==> config.mk <==
export PLATFORM = sky130hd
export DESIGN_NAME = bcd_counter_scan
export DESIGN_NICKNAME = d
export VERILOG_FILES = /design/src/rtl/bcd_pkg.sv /design/src/rtl/bcd_digit.sv /design/src/rtl/bcd_counter_scan.sv
export SDC_FILE = /design/constraint.sdc
export NUM_CORES = 1
export LEC_CHECK = 0
export ABC_AREA = 0
export BUFFER_PORTS_ARGS = -buffer_cell sky130_fd_sc_hd__buf_2
export CORE_AREA = 2 2 113 159
export DETAILED_ROUTE_END_ITERATION = 6
export DIE_AREA = 0 0 115 161
export PLACE_DENSITY = 0.36
export SYNTH_ARGS = -nofsm -noshare
export SYNTH_HDL_FRONTEND = slang
export SYNTH_SLANG_ARGS = --single-unit
==> constraint.sdc <==
create_clock -name clk -period 5.8 [get_ports clk]
set_input_delay 0.87 -clock clk [delete_from_list [all_inputs] [get_ports clk]]
set_output_delay 0.87 -clock clk [all_outputs]
set_load 0.01 [all_outputs]
==> src/rtl/bcd_pkg.sv <==
// Shared BCD digit type and common-anode display polarity constants.
package bcd_pkg;
   localparam int BCD_W = 4;
   localparam logic [BCD_W-1:0] BCD_MAX = 4'd9;

   typedef logic [BCD_W-1:0] bcd_t;

   localparam logic SEG_ON  = 1'b0;
   localparam logic SEG_OFF = 1'b1;
endpackage

==> src/rtl/bcd_digit.sv <==
// One BCD decade: steps up or down when enabled and flags carry/borrow
// combinationally when it is about to roll over.
module bcd_digit
   import bcd_pkg::*;
(
   input  logic clk,
   input  logic rst,
   input  logic clear,
   input  logic inc_en,
   input  logic dir,
   output bcd_t digit,
   output logic carry
);

   logic atTerminal;

   assign atTerminal = dir ? (digit == BCD_MAX) : (digit == '0);
   assign carry      = inc_en & atTerminal;

   always_ff @(posedge clk or posedge rst) begin
      if (rst) begin
         digit <= '0;
      end else if (clear) begin
         digit <= '0;
      end else if (inc_en) begin
         if (dir)
            digit <= atTerminal ? bcd_t'(0) : bcd_t'(digit + 1'b1);
         else
            digit <= atTerminal ? BCD_MAX : bcd_t'(digit - 1'b1);
      end
   end

endmodule

==> src/rtl/bcd_counter_scan.sv <==
// Cascaded BCD up/down counter with prescaler and a time-multiplexed
// digit scanner feeding a single shared 7-segment decoder.
module bcd_counter_scan
   import bcd_pkg::*;
#(
   parameter int NDIGITS  = 4,
   parameter int PRESCALE = 100_000_000,
   parameter int SCAN_DIV = 100_000
) (
   input  logic                     clk,
   input  logic                     rst,
   input  logic                     en,
   input  logic                     clear,
   input  logic                     up_down,
   output logic [BCD_W*NDIGITS-1:0] count,
   output logic                     wrap,
   output logic [BCD_W-1:0]         BCD,
   output logic [NDIGITS-1:0]       anode
);

   localparam int PW = (PRESCALE > 1) ? $clog2(PRESCALE) : 1;
   localparam int SW = (SCAN_DIV > 1) ? $clog2(SCAN_DIV) : 1;
   localparam int IW = (NDIGITS > 1)  ? $clog2(NDIGITS)  : 1;

   localparam logic [PW-1:0]      PLAST     = PW'(PRESCALE - 1);
   localparam logic [SW-1:0]      SLAST     = SW'(SCAN_DIV - 1);
   localparam logic [IW-1:0]      ILAST     = IW'(NDIGITS - 1);
   localparam logic [NDIGITS-1:0] ANODE_RST = ~NDIGITS'(1);

   logic [PW-1:0]      pcnt;
   logic [SW-1:0]      scnt;
   logic [IW-1:0]      idx;
   logic               tick;
   logic [NDIGITS:0]   carryChain;
   bcd_t               selDigit;
   logic [NDIGITS-1:0] anodeNext;

   always_ff @(posedge clk or posedge rst) begin
      if (rst)
         pcnt <= '0;
      else if (clear)
         pcnt <= '0;
      else if (en)
         pcnt <= (pcnt == PLAST) ? '0 : PW'(pcnt + 1'b1);
   end

   assign tick          = en & ~clear & (pcnt == PLAST);
   assign carryChain[0] = tick;

   // Ripple chain: each decade steps only when every lower decade rolls over.
   for (genvar k = 0; k < NDIGITS; k++) begin : gDigit
      bcd_t digitVal;

      bcd_digit uDigit (
         .clk    (clk),
         .rst    (rst),
         .clear  (clear),
         .inc_en (carryChain[k]),
         .dir    (up_down),
         .digit  (digitVal),
         .carry  (carryChain[k+1])
      );

      assign count[BCD_W*k +: BCD_W] = digitVal;
   end

   always_ff @(posedge clk or posedge rst) begin
      if (rst)
         wrap <= 1'b0;
      else if (clear)
         wrap <= 1'b0;
      else
         wrap <= carryChain[NDIGITS];
   end

   // Scanner ignores en/clear so the display keeps refreshing while paused.
   always_ff @(posedge clk or posedge rst) begin
      if (rst) begin
         scnt <= '0;
         idx  <= '0;
      end else if (scnt == SLAST) begin
         scnt <= '0;
         idx  <= (idx == ILAST) ? '0 : IW'(idx + 1'b1);
      end else begin
         scnt <= SW'(scnt + 1'b1);
      end
   end

   always_comb begin
      selDigit  = count[BCD_W*idx +: BCD_W];
      anodeNext = '1;
      for (int i = 0; i < NDIGITS; i++)
         anodeNext[i] = (idx == IW'(i)) ? SEG_ON : SEG_OFF;
   end

   always_ff @(posedge clk or posedge rst) begin
      if (rst) begin
         BCD   <= '0;
         anode <= ANODE_RST;
      end else begin
         BCD   <= selDigit;
         anode <= anodeNext;
      end
   end

endmodule

== After elaboration in Yosys (flattened, before gate mapping) ==
Cells that the tools add are included.

* Equality and inequality tests: 9
* Bitwise operators: 7
* Shifts and indexed selects: 1
* Reductions and logical operators: 10
* Add/subtract/negate cells: 11
* Multiplexer cells: 34

{| class="wikitable"
|+ Operators by type and width
! kind !! count
|-
| 27-bit two-way mux || 3
|-
| 4-bit two-way mux || 20
|-
| 27-bit by 1-bit adder with 27-bit output, second input constant || 1
|-
| 27-bit equality test, second input constant || 1
|-
| 17-bit by 1-bit adder with 17-bit output, second input constant || 1
|-
| 17-bit equality test, second input constant || 1
|-
| 17-bit two-way mux || 1
|-
| 4-bit by 1-bit adder with 4-bit output, second input constant || 4
|-
| 4-bit equality test, second input constant || 4
|-
| 4-bit logical NOT || 4
|-
| 16-bit by 5-bit variable part select with 4-bit output || 1
|-
| 4-bit by 1-bit subtractor with 4-bit output, second input constant || 4
|-
| 2-bit nonzero test || 5
|-
| 1-bit two-way mux || 9
|-
| 1-bit bitwise AND || 6
|-
| 2-bit equality test, second input constant || 2
|-
| 2-bit by 1-bit adder with 2-bit output, second input constant || 1
|-
| 2-bit by 1-bit equality test with 1-bit output, second input constant || 1
|-
| 2-bit logical NOT || 1
|-
| 2-bit two-way mux || 1
|-
| 1-bit NOT || 1
|}

* Register bits: 71
* Output and inout bits: 25
* Bits of input ports: 5
* Logic and storage cells: 82

== Logic depth before layout (Yosys ltp) ==
* Word-level depth: 8
* Gate-level depth with buffers: 9
* Depth with buffers taken out: 7

== Hierarchy ==
Synthesis repeated with hierarchy kept, for this count alone.

* Cell total of the unflattened synthesis: 466
* Area total of the unflattened synthesis: 4312.9 um^2

{| class="wikitable"
|+ By module, submodules not included
! module !! times used !! cells each !! area each (um^2)
|-
| bcd_counter_scan || 1 || 302 || 2936.6
|-
| bcd_digit || 4 || 41 || 344.1
|}

== Worst setup path before layout ==
OpenSTA, ideal clock, no wires.

* Path type: input to register
* Start point: input port up_down
* End point: register gDigit[1].uDigit.digit[1]
* Path slack: 3.355 ns
* Stages on the path: 5
* Arrival: 2.368 ns
* Cells stage by stage: or4b_2 > a21oi_1 > nand3_2 > or3_1 > a21oi_1

* Cells in the longest elaborated chain, start to end: 5

{| class="wikitable"
|+ Ends and longest elaborated chain
! item !! RTL line !! source
|-
| from (decl) || bcd_counter_scan.sv:14 || <nowiki>input logic up_down,</nowiki>
|-
| 1-bit two-way mux || bcd_digit.sv:17 || <nowiki>assign atTerminal = dir ? (digit == BCD_MAX) : (digit == '0);</nowiki>
|-
| 4-bit two-way mux, on equally long branches || bcd_digit.sv:29, bcd_digit.sv:27 ||
|-
| 4-bit two-way mux || bcd_digit.sv:26 || <nowiki>if (dir)</nowiki>
|-
| 4-bit two-way mux || bcd_digit.sv:25 || <nowiki>end else if (inc_en) begin</nowiki>
|-
| 4-bit two-way mux || bcd_digit.sv:23 || <nowiki>end else if (clear) begin</nowiki>
|-
| to (signal assigned) || bcd_digit.sv:27 || <nowiki>digit <= atTerminal ? bcd_t'(0) : bcd_t'(digit + 1'b1);</nowiki>
|-
| to (signal assigned) || bcd_digit.sv:29 || <nowiki>digit <= atTerminal ? BCD_MAX : bcd_t'(digit - 1'b1);</nowiki>
|-
| to (decl) || bcd_digit.sv:11 || <nowiki>output bcd_t digit,</nowiki>
|}

Several ways; a longest one is shown, not always the timed one. The select of a mux whose other input is x is not followed.
A chain may end at the register's enable or synchronous reset.

== Final worst setup path ==
* Start point: input port up_down
* End point: register gDigit[2].uDigit.digit[3]

* Cells in the longest elaborated chain, start to end: 5

{| class="wikitable"
|+ Ends and longest elaborated chain
! item !! RTL line
|-
| 1-bit two-way mux || bcd_digit.sv:17
|-
| 4-bit two-way mux, on equally long branches || bcd_digit.sv:29, bcd_digit.sv:27
|-
| 4-bit two-way mux || bcd_digit.sv:26
|-
| 4-bit two-way mux || bcd_digit.sv:25
|-
| 4-bit two-way mux || bcd_digit.sv:23
|-
| to (signal assigned) || bcd_digit.sv:27
|-
| to (signal assigned) || bcd_digit.sv:29
|-
| to (decl) || bcd_digit.sv:11
|}

Several ways; a longest one is shown, not always the timed one. The select of a mux whose other input is x is not followed.

==> metrics.md <==
| Metric | Value |
|---|---|
| Status | complete, no violations |
| Critical-path top delay cell | or4b_2 |
| Total number of vias | 3469 |
| CTS tree | built |
| Diode count | 0 |
| Hold buffers post-CTS | 0 |
| CTS sink count | approximately 70 |
| Total Power | roughly 1.2 mW |
| Arr. time, crit path | roughly 2900 ps |
| Hpwl dp | 7700 um |
| Clock Tree Root | clkbuf_16 |
| Post-route insts no fill | 688 |
| Mux contribution to synthesized area | 4.11% |
| Post-Synth Adder-Cell Area | 5.32% |
| Family with the most delay on the worst path | compound AO/OA/AOI/OAI gates |
| Initial antenna violation count | 0 |
| Number of library cell types mapped by synthesis | 61 |
| P&R area growth vs syn | 15.6% |
| Register area share after synthesis | 42.1% |
| Fin crit share | a little under half |
| Reg2Reg Setup Slack | 3190 ps |
| Dominant synthesized flop cell | dfrtp_1 |
| Post-detailed-route count of antenna-violating nets | 0 |
| GRT overflow | 0 |
| Layout cells sized above 1 | 15.6% |
| Final instance area | 4890 um^2 |
| CP Max Fanout | 30 |
| Area after DPL | roughly 4600 um^2 |
| Max incr delay on CP | 740 ps |
| Avg Cell Area, Syn | 9.28 um^2 |
| Final setup vio count | 0 |
| # rows | 57 |
| Post-synthesis compound-gate area fraction | 15.1% |
| Slew Limit Fails | 0 |
| PwrDens | between 200 and 300 nW/um^2 |
| Relative slew slack | 35.4% |
| Critical path class | input pin to flip-flop |
| Core footprint | 17100 um^2 |
| Num ports | 30 |
| Lkg Pwr | ~2.1 nW |
| Initial DRC Count | 101 |
| CP endpoint kind | flip-flop |
| FF+latch count, synth | 71 |
| Fmax achieved | about 0.37 GHz |
| Fin nets | 500 |
| RSZ-0062 raised after global routing | false |
| Routability Congestion | approximately 0.75 |
| Die area | 18500 um^2 |
| Post-Syn Instances | 456 |
| Clk slew on worst S/H paths | 60 ps |
| Routed len/inst | 16.2 um |
| Max_cap viols | 0 |
| CTS Buffer Depth | 2 |
| Synth warnings | 0 |
| CTS Buf Count | 9 |
| Crit path cell chain | buf_2 > or4b_2 > a22oi_1 > a31oi_1 > o21ai_0 > o31ai_1 |
| H-tree depth | 3 |
| CP Buf/Inv Count | 1 |
| Number of synthesized flops with an enable pin | 0 |
| Fin. Hold Viols | 0 |
| Slew @ Worst Pin | 969 ps |
| Largest family of logic cells by synthesized area | simple AND/OR/NAND/NOR gates |
| Synth Area in XOR/XNOR | between 4 and 5% |
| GRT Total Usage | between 10% and 20% |
| Avg Vias per Cell | about 5 |
| Worst Path Required | 6000 ps |
| Hold WC Path Type | flip-flop to flip-flop |
| # port buffers | 29 |
| # Post-CTS Setup Buffers | 0 |
| Post-synthesis simple-gate area fraction | 23.3% |
| Global-route wire length before repair | 18700 um |
| Most frequent cells in the layout | dfrtp_1, nand2_1, nand3_1 |
| WHS | 493 ps |
| Vias in the first global route | around 3500 |
| Layout Skew | approximately 15 ps |
| Syn_nets | 479 |
| Cell total after placement | 672 |
| Final min period | 2670 ps |
| Drt drc | 0 |
| Commonest non-fill, non-tap cell in the layout | dfrtp_1 |
| Maximum vdd drop | approximately 0.16 mV |
| DRT Pass-1 Iters | 4 |
| Post_cts resized | 0 |
| Synth Cell Area | 4230 um^2 |
| Initial Utilization | between 20% and 30% |
| Routed wire length | ~11000 um |
| Die width | 115 um |
| Die height | 161 um |
| Ys async rst share | 100% |
| Startpoint Class | input pin |
| Largest net degree at the start of global routing | a little over 70 |
| Final setup TNS | 0 ps |
| Later-pin clock latency in the skew report | 340 ps |
## path summary, 6_finish.rpt
kind	from	endpoint	cells after the start
min in group asynchronous	rst	pcnt[20]$_DFFE_PP0P_	3
worst max register to register	gDigit[0].uDigit.digit[0]$_DFFE_PP0P_	gDigit[2].uDigit.digit[3]$_DFFE_PP0P_	7
max in group asynchronous	rst	BCD[3]$_DFF_PP0_	3
worst max-delay path	up_down	gDigit[2].uDigit.digit[3]$_DFFE_PP0P_	6
worst min register to register	pcnt[15]$_DFFE_PP0P_	pcnt[15]$_DFFE_PP0P_	1
worst min-delay path	pcnt[15]$_DFFE_PP0P_	pcnt[15]$_DFFE_PP0P_	1
## sequential cells by signal, summed over array words and instances (netlist names)
signal / flops
pcnt: 27
BCD: 4
idx: 2
wrap: 1
anode: 4
gDigit.uDigit.digit: 16
scnt: 17
## final cells by class
cell class                 count  area (um^2)
tap                          206          258
fill                        1861        12200
clock buffer                  10          229
clock inverter                 6          110
timing repair buffer          32          168
inverter                      26         98.8
multi-input combinational    337         2250
sequential                    71         1780
## through the flow
| stage | util [%] | setup slack, ps |
|---|---|---|
| CTS | 28.6 | 3150 |
| detailed placement | 26.6 | 2800 |
| floorplan | - | 3140 |
| global placement | 26.6 | 2850 |
| global route | 28.6 | 2940 |
| finish | 28.6 | 3130 |
## logic make-up (layout without fill, tap and decap cells)
family | Yosys count | count (layout)
compound gates | 100 | 100
simple gates | 184 | 184
buf+inv | 48 | 74
xor+xnor | 23 | 23
flops | 71 | 71
mux | 12 | 12
fa+ha+maj | 18 | 18
## where the power goes
group	switching, mW	internal [mW]	total, mW
combinational	0.0528	0.0278	0.0806
clock	0.223	0.420	0.643
sequential	0.0127	0.500	0.513
total	0.288	0.948	1.24
## synth_stat cells (4+ instances only)
cell type  instances  area (um^2)
nand4_1           12         75.1
o211ai_1           4         30.0
a21oi_1           29          145
nand2_1           50          188
xnor2_1           10         87.6
inv_1             26         97.6
nor3_1            11         55.1
xor2_1            13          114
nand3_1           33          165
mux4_2             4         90.1
dfrtp_1           68         1700
clkbuf_1          16         60.1
o31ai_1            6         45.0
a41oi_1            7         61.3
and3_1             5         31.3
a21o_1             6         45.0
ha_1              18          225
a31oi_1           14         87.6
nor2_1            31          116
or3_1              5         31.3
mux2i_1            5         50.1
o21ai_0           17         85.1
## routing by layer
layer	track usage, %	vias to the layer above	part of all wire, %
met1	15.7	1720	44
li1	-	1691	-
met5	0	-	0
met3	1.80	12	2.1
met2	22.8	46	52
met4	4.82	0	1.7
Power figures use the tool's default switching activity.
